**config.mk**
```make
export PLATFORM = sky130hd
export DESIGN_NAME = cu_state_sequencer
export DESIGN_NICKNAME = d
export VERILOG_FILES = /design/src/rtl/cu_state_sequencer.sv
export SDC_FILE = /design/constraint.sdc
export NUM_CORES = 1
export LEC_CHECK = 0
export ABC_CLOCK_PERIOD_IN_PS = 1800
export CAP_MARGIN = 20
export CORE_MARGIN = 4
export CORE_UTILIZATION = 45
export CTS_CLUSTER_SIZE = 28
export DETAILED_ROUTE_END_ITERATION = 6
export DONT_BUFFER_PORTS = 1
export GPL_TIMING_DRIVEN = 0
export PLACE_DENSITY = 0.63
export SLEW_MARGIN = 15
export SYNTH_ARGS = -nofsm -noshare
export SYNTH_HDL_FRONTEND = slang
export SYNTH_SLANG_ARGS = --single-unit
```
**constraint.sdc**
```tcl
create_clock -name clk -period 1.8 [get_ports clk]
set_input_delay 0.09 -clock clk [delete_from_list [all_inputs] [get_ports clk]]
set_output_delay 0.09 -clock clk [all_outputs]
set_load 0.05 [all_outputs]
```
**src/rtl/cu_state_sequencer.sv**
```systemverilog
// ----------------------------------------------------------------------------
// cu_state_sequencer
//
// Multicycle control-unit state sequencer. It produces the 4-bit state code
// that CU_main_decoder consumes. The state advances through the instruction
// phases using the fetched opcode and a memory-ready handshake. The block also
// raises a sticky illegal-opcode trap flag and keeps a count of retired
// instructions.
//
// Parameters:
//   CNT_W          width of the retired-instruction counter (wraps silently)
//
// Ports:
//   clk            in   1      rising-edge clock
//   rst            in   1      synchronous, active-high reset
//   opcode         in   7      instruction bits [6:0] from the IR
//   mem_ready      in   1      memory access completes this cycle
//   curr_state     out  4      registered state code for CU_main_decoder
//   trap           out  1      sticky illegal-opcode flag
//   instr_retired  out  1      one-cycle pulse in the first FETCH cycle after
//                              an instruction completes
//   retired_count  out  CNT_W  completed-instruction count, modulo 2^CNT_W
//
// Handshake: mem_ready acts as the "ready" half of a memory request. The
// request is implied by being in FETCH, MEM_READ or MEM_WRITE. A phase
// completes on any rising edge where the sequencer is in one of those states
// and mem_ready is 1. In every other state mem_ready is ignored.
// ----------------------------------------------------------------------------
module cu_state_sequencer #(
    parameter int CNT_W = 32
) (
    input  logic             clk,
    input  logic             rst,
    input  logic [6:0]       opcode,
    input  logic             mem_ready,
    output logic [3:0]       curr_state,
    output logic             trap,
    output logic             instr_retired,
    output logic [CNT_W-1:0] retired_count
);

    // These encodings must match the main decoder's state macros.
    // TRAP (10) lands in the decoder's all-zero default case, so it is inert.
    typedef enum logic [3:0] {
        S_FETCH     = 4'd0,
        S_DECODE    = 4'd1,
        S_MEM_ADR   = 4'd2,
        S_MEM_READ  = 4'd3,
        S_MEM_WB    = 4'd4,
        S_MEM_WRITE = 4'd5,
        S_EXECUTE_R = 4'd6,
        S_ALU_WB    = 4'd7,
        S_EXECUTE_I = 4'd8,
        S_BNEZ      = 4'd9,
        S_TRAP      = 4'd10
    } state_t;

    typedef enum logic [2:0] {
        C_LOAD    = 3'd0,
        C_STORE   = 3'd1,
        C_RTYPE   = 3'd2,
        C_ITYPE   = 3'd3,
        C_BRANCH  = 3'd4,
        C_ILLEGAL = 3'd5
    } class_t;

    localparam logic [CNT_W-1:0] CNT_ONE = {{(CNT_W-1){1'b0}}, 1'b1};

    state_t           r_state;
    class_t           r_class;
    logic             r_trap;
    logic             r_instr_retired;
    logic [CNT_W-1:0] r_retired_count;

    class_t           w_class;

    // Classify the live opcode. Only DECODE looks at this result.
    always_comb begin
        w_class = C_ILLEGAL;
        case (opcode)
            7'b0000011: w_class = C_LOAD;
            7'b0100011: w_class = C_STORE;
            7'b0110011: w_class = C_RTYPE;
            7'b0010011: w_class = C_ITYPE;
            7'b1100011: w_class = C_BRANCH;
            default:    w_class = C_ILLEGAL;
        endcase
    end

    always_ff @(posedge clk) begin
        if (rst) begin
            r_state         <= S_FETCH;
            r_class         <= C_LOAD;
            r_trap          <= 1'b0;
            r_instr_retired <= 1'b0;
            r_retired_count <= '0;
        end else begin
            // Retirement is a one-cycle pulse. It is set only on the edge
            // that takes the sequencer back into FETCH.
            r_instr_retired <= 1'b0;

            case (r_state)
                S_FETCH: begin
                    if (mem_ready) begin
                        r_state <= S_DECODE;
                    end
                end

                S_DECODE: begin
                    // Latch the class here. MEM_ADR must not depend on the
                    // IR staying stable.
                    r_class <= w_class;
                    case (w_class)
                        C_LOAD, C_STORE: r_state <= S_MEM_ADR;
                        C_RTYPE:         r_state <= S_EXECUTE_R;
                        C_ITYPE:         r_state <= S_EXECUTE_I;
                        C_BRANCH:        r_state <= S_BNEZ;
                        default: begin
                            r_state <= S_TRAP;
                            r_trap  <= 1'b1;
                        end
                    endcase
                end

                S_MEM_ADR: begin
                    // Only LOAD or STORE can reach this state.
                    if (r_class == C_STORE) begin
                        r_state <= S_MEM_WRITE;
                    end else begin
                        r_state <= S_MEM_READ;
                    end
                end

                S_MEM_READ: begin
                    if (mem_ready) begin
                        r_state <= S_MEM_WB;
                    end
                end

                S_MEM_WB: begin
                    r_state         <= S_FETCH;
                    r_instr_retired <= 1'b1;
                    r_retired_count <= r_retired_count + CNT_ONE;
                end

                S_MEM_WRITE: begin
                    if (mem_ready) begin
                        r_state         <= S_FETCH;
                        r_instr_retired <= 1'b1;
                        r_retired_count <= r_retired_count + CNT_ONE;
                    end
                end

                S_EXECUTE_R, S_EXECUTE_I: begin
                    r_state <= S_ALU_WB;
                end

                S_ALU_WB, S_BNEZ: begin
                    r_state         <= S_FETCH;
                    r_instr_retired <= 1'b1;
                    r_retired_count <= r_retired_count + CNT_ONE;
                end

                S_TRAP: begin
                    // Only rst leaves this state.
                    r_state <= S_TRAP;
                end

                default: begin
                    // Codes 11-15 are unreachable. Recover to FETCH.
                    r_state <= S_FETCH;
                end
            endcase
        end
    end

    assign curr_state    = r_state;
    assign trap          = r_trap;
    assign instr_retired = r_instr_retired;
    assign retired_count = r_retired_count;

endmodule

```
# Yosys cells after proc, flatten, opt, wreduce, memory -nomap -nowiden
# Index checks and enable logic that the tools add are counted.
[classes]
n_addsub = 1
n_eq_ne = 23
muxes = 11
bitwise = 1
n_reduce_logical = 10
[op_table]
columns = ["op", "count"]
rows = [
  ["$pmux 32 s2", 1],
  ["$add 32x1->32 const B", 1],
  ["$mux 32", 1],
  ["$pmux 4 s7", 1],
  ["$eq 4x3->1 const B", 4],
  ["$pmux 4 s4", 1],
  ["$pmux 3 s5", 1],
  ["$eq 7x6->1 const B", 2],
  ["$eq 4x4->1 const B", 3],
  ["$mux 4", 3],
  ["$eq 4x2->1 const B", 2],
  ["$eq 7x2->1 const B", 1],
  ["$eq 7x5->1 const B", 1],
  ["$eq 7x7->1 const B", 1],
  ["$eq 3x1->1 const B", 2],
  ["$eq 3x2->1 const B", 2],
  ["$ne 2x2->1 const B", 3],
  ["$reduce_or 5->1", 1],
  ["$eq 4x1->1 const B", 1],
  ["$logic_not 4->1", 1],
  ["$reduce_and 2->1", 2],
  ["$reduce_or 2->1", 2],
  ["$eq 3x3->1 const B", 1],
  ["$logic_not 3->1", 1],
  ["7 further kinds", 7],
]
[totals]
ff_bits = 41
word_cells = 51

# Logic depth before layout (Yosys ltp)
[depth]
ltp_word = 6
depth_mapped = 7
ltp_nobuf = 5

# Worst setup path before layout
# OpenSTA, ideal clock, no wires.
[synth_timing]
kind = "register -> register"
startpoint = "register r_retired_count[4] (netlist: retired_count[4])"
endpoint = "register r_retired_count[28] (netlist: retired_count[28])"
setup_time_ps = 70
t_arrival_ps = 2216
setup_slack_ps = -486
path_stages_with_launch = 6
path_buffers = 0
cell_sequence = "dfxtp_1 nand4_2 nor4_4 nand3_2 or4_1 a21oi_1"
[synth_between]
elab_chain_cells = 3
[synth_lines]
columns = ["item", "line", "source"]
rows = [
  ["from (decl)", "73", "logic [CNT_W-1:0] r_retired_count;"],
  ["from (signal assigned)", "143", "r_retired_count <= r_retired_count + CNT_ONE;"],
  ["from (signal assigned)", "150", "r_retired_count <= r_retired_count + CNT_ONE;"],
  ["from (signal assigned)", "161", "r_retired_count <= r_retired_count + CNT_ONE;"],
  ["$add 32x1->32 *", "143, 150, 161", ""],
  ["$mux 32", "147", "if (mem_ready) begin"],
  ["$pmux 32 s2 *", "102", "case (r_state)"],
]
# Mark *: on every way between the ends. The rest lies on a longest branch, timed or not. The select of a mux whose other input is x is not followed.
# A chain may end at the register's enable or synchronous reset.

# Worst setup path in the final report
[layout_timing]
startpoint = "register r_retired_count[8] (netlist: retired_count[8])"
endpoint = "register r_retired_count[23] (netlist: retired_count[23])"
# The elaborated chain is that of the path after synthesis.

==> qor.csv <==
metric,value,unit
synthCells,256,
syn_to_final_growth,34.2,%
dieArea,0.00579,mm2
setup_ws,-0.127,ns
cts.clk_slew.worst_paths,0.08,ns
cts_sinks,41,
postSynth.asyncResetShare,0,%
ys_ff_latch,41,
drc_errors,0,
core,0.00441,mm2
hp-class,input pin to flip-flop,
placedCellCount,308,
clockBufferDepth,2,
synthXorXnorAreaFrac,7.55,%
drt_wl_total,5560,um
syn_area_per_cell,8.16,um2
num_rows,24,
antenna_found_initial,0,
wl_per_cell,16.2,um
hold_viol_final,0,
dp_slack,-0.379,ns
crit_arrival,2.14,ns
reg2reg_depth,7,
vdd_drop_max,490,uV
overflow,0,
yosys_warnings,0,
r2r-end,retired_count[23],
gp_congestion,0.795,
slowest_stage,dfxtp_4,
nFillCells,376,
syn_nets,267,
endpoint,retired_count[23],
final_cells,344,
timing.critical_path.slowest_cell_delay,0.46,ns
synth_compound_area_share,15.9,%
grt_pass1_vias,1791,
synth_fa_ha_area_share,0.599,%
drt_iter0_drc,113,
period_needed,1.93,ns
stdcell_area,0.00280,mm2
synth_top_family_by_area,simple AND/OR/NAND/NOR gates,
synth_edf_count,0,
cp.required,2.02,ns
die_h,76.1,um
post-route-period-util,107,%
leakagePower,0.954,nW
cts_tree,done,
drtPass1Iterations,4,
violations,setup timing,
path_cells,nand4_1 > nor4_4 > buf_6 > buf_6 > nand4_1 > or3_1 > a21oi_1,
ant_nets,0,
report.final.slew_viol_count,0,
io_buffer_count,0,
io_pins,48,
cts.htree.levels,2,
critPathKind,flip-flop to flip-flop,
synthSimpleGateAreaFrac,31.0,%
antennaDiodeCount,0,
clock-root-buffer,clkbuf_8,
start_kind,flip-flop,
drv_cap,0,
grt_start_max_net_pins,13,
synth.distinct_cells,48,
r2r_start,retired_count[8],
ff2ff_setup_slack,-0.13,ns
die_w,76.1,um
via_per_inst,5.79,
dpl_cell_area,0.00227,mm2
post-route-util,63.5,%
rsz0062_at_grt,yes,
crit_path_max_fanout,4,
syn_area,0.00209,mm2
slew_headroom,57.8,%
p_per_area,894,mW/mm2
layout-drive-gt1-share,36.6,%
setup_viol,16,
worstMarginPinSlew,0.632,ns
layout.nets,302,
cts_buffers,5,
crit_start,retired_count[8],
synth_seq_area_share,39.3,%
vias,1991,
dpl.hpwl,3480,um
grt_pass1_wl,8830,um
status,"finished, violations left",
clock_skew,0.00334,ns
synthMuxAreaShare,0,%
initial_core_util,47.3,%
fmax,519,MHz
ys.flop_type,dfxtp_1,
critPathCaptureType,flip-flop,
clk_latency,0.29,ns
track_usage,18.0,%
==> how the worst min path moves through the flow <==
| stage | start | endpoint | slack [ns] | depth (start not counted) |
|---|---|---|---|---|
| floorplan | opcode[5] | curr_state[2] | 0.26 | 2 |
| global placement | opcode[5] | curr_state[2] | 0.29 | 2 |
| detailed placement | opcode[5] | curr_state[2] | 0.29 | 2 |
| CTS | mem_ready | curr_state[0] | 0.02 | 2 |
| global route | mem_ready | curr_state[0] | 0.04 | 2 |
| finish | mem_ready | curr_state[0] | 0.03 | 2 |
==> cell usage after synthesis, types with 2 or more instances <==
master	instances	share of area (%)
nor3_1	10	2.4
a31oi_1	2	0.60
buf_2	3	0.72
o31ai_1	4	1.4
o21ai_0	12	2.9
nand2_1	21	3.8
o22ai_1	2	0.60
dfxtp_1	41	39
nand2b_1	3	0.90
a211o_1	2	0.84
or3_1	11	3.3
nand3_1	8	1.9
nor4_1	2	0.60
nor3b_1	2	0.72
nor2_1	26	4.7
nand4_2	2	1.2
xor2_1	9	3.8
buf_4	2	0.72
or4_1	4	1.4
inv_1	10	1.8
a211oi_1	5	1.8
clkbuf_1	7	1.3
nand4_1	11	3.3
xnor2_1	9	3.8
o21ai_1	3	0.72
a21oi_1	23	5.5
==> stage by stage <==
step                TNS [ns]  total power [mW]  hold slack [ns]
CTS                    -1.43              2.45           0.0184
global route           -3.24              2.62           0.0364
finish                 -1.20              2.50           0.0261
floorplan             -0.464              1.51            0.257
detailed placement     -6.23              1.61            0.287
global placement       -6.11              1.61            0.288
==> sequential cells by signal, indices dropped and copies added, names as in the netlist <==
signal         flops
curr_state         4
instr_retired      1
r_class            3
retired_count     32
trap               1
==> per-layer routing <==
metal	vias to the layer above	track usage, %	share of wire, %
met5	-	0	0
met4	0	4.20	0.63
met3	4	5.44	5.9
met2	56	29.3	48
met1	937	23.4	45
li1	994	-	-
==> cell type report <==
class / count / area, um2 / share of cell area (%)
Sequential cell: 41 / 916 / 32.7
Buffer: 14 / 115 / 4.11
Multi-Input combinational cell: 190 / 1300 / 46.4
Clock inverter: 1 / 30.0 / 1.07
Tap cell: 52 / 65.1 / 2.32
Clock buffer: 7 / 86.3 / 3.08
Timing Repair Buffer: 29 / 250 / 8.93
Inverter: 10 / 37.5 / 1.34
==> layout by cell type (no fill, tap or decap), types with 3 or more instances in the layout <==
master	netlist	layout
nand3_1	8	7
nor3_2	1	3
nor3_1	10	7
clkbuf_8	0	7
dfxtp_2	0	7
nand2b_1	3	3
dfxtp_1	41	11
dfxtp_4	0	23
nand2_1	21	19
or4_1	4	3
clkbuf_1	7	6
xor2_1	9	9
o21ai_2	0	3
xnor2_1	9	9
o21ai_0	12	10
a21oi_2	0	5
inv_1	10	10
buf_6	1	14
nand4_1	11	11
buf_4	2	21
or3_1	11	9
a211oi_1	5	4
nor2_1	26	26
o31ai_1	4	4
a21oi_1	23	18
==> worst max-delay path, delay by kind of cell, from the launching register on <==
family / cells / cell delay, ns
AOI/OAI and AO/OA: 1 / 0.15
and+or+nand+nor: 4 / 0.98
DFF: 1 / 0.46
buffers and inverters: 2 / 0.27
==> where the power goes <==
part | total, mW | switching, mW | leakage [nW] | internal, mW
registers | 1.18 | 0.229 | 0.353 | 0.954
clock network | 0.773 | 0.321 | 0.0585 | 0.452
logic | 0.547 | 0.295 | 0.542 | 0.252
total | 2.50 | 0.845 | 0.954 | 1.66
==> cell families after synthesis <==
| group | after synthesis |
|---|---|
| DFF | 41 |
| AOI/OAI and AO/OA | 57 |
| xor gates and xnor gates | 18 |
| and+or+nand+nor | 114 |
| buffers and inverters | 25 |
| adders and majority gates | 1 |
==> timing repair <==
action,in CTS,in global routing
pin swaps,7,12
setup endpoints to repair,27,26
hold endpoints to repair,2,0
setup buffers,13,15
hold buffers,1,0
gates resized for setup,14,38
No activity file was read; power rests on OpenSTA's default activity.
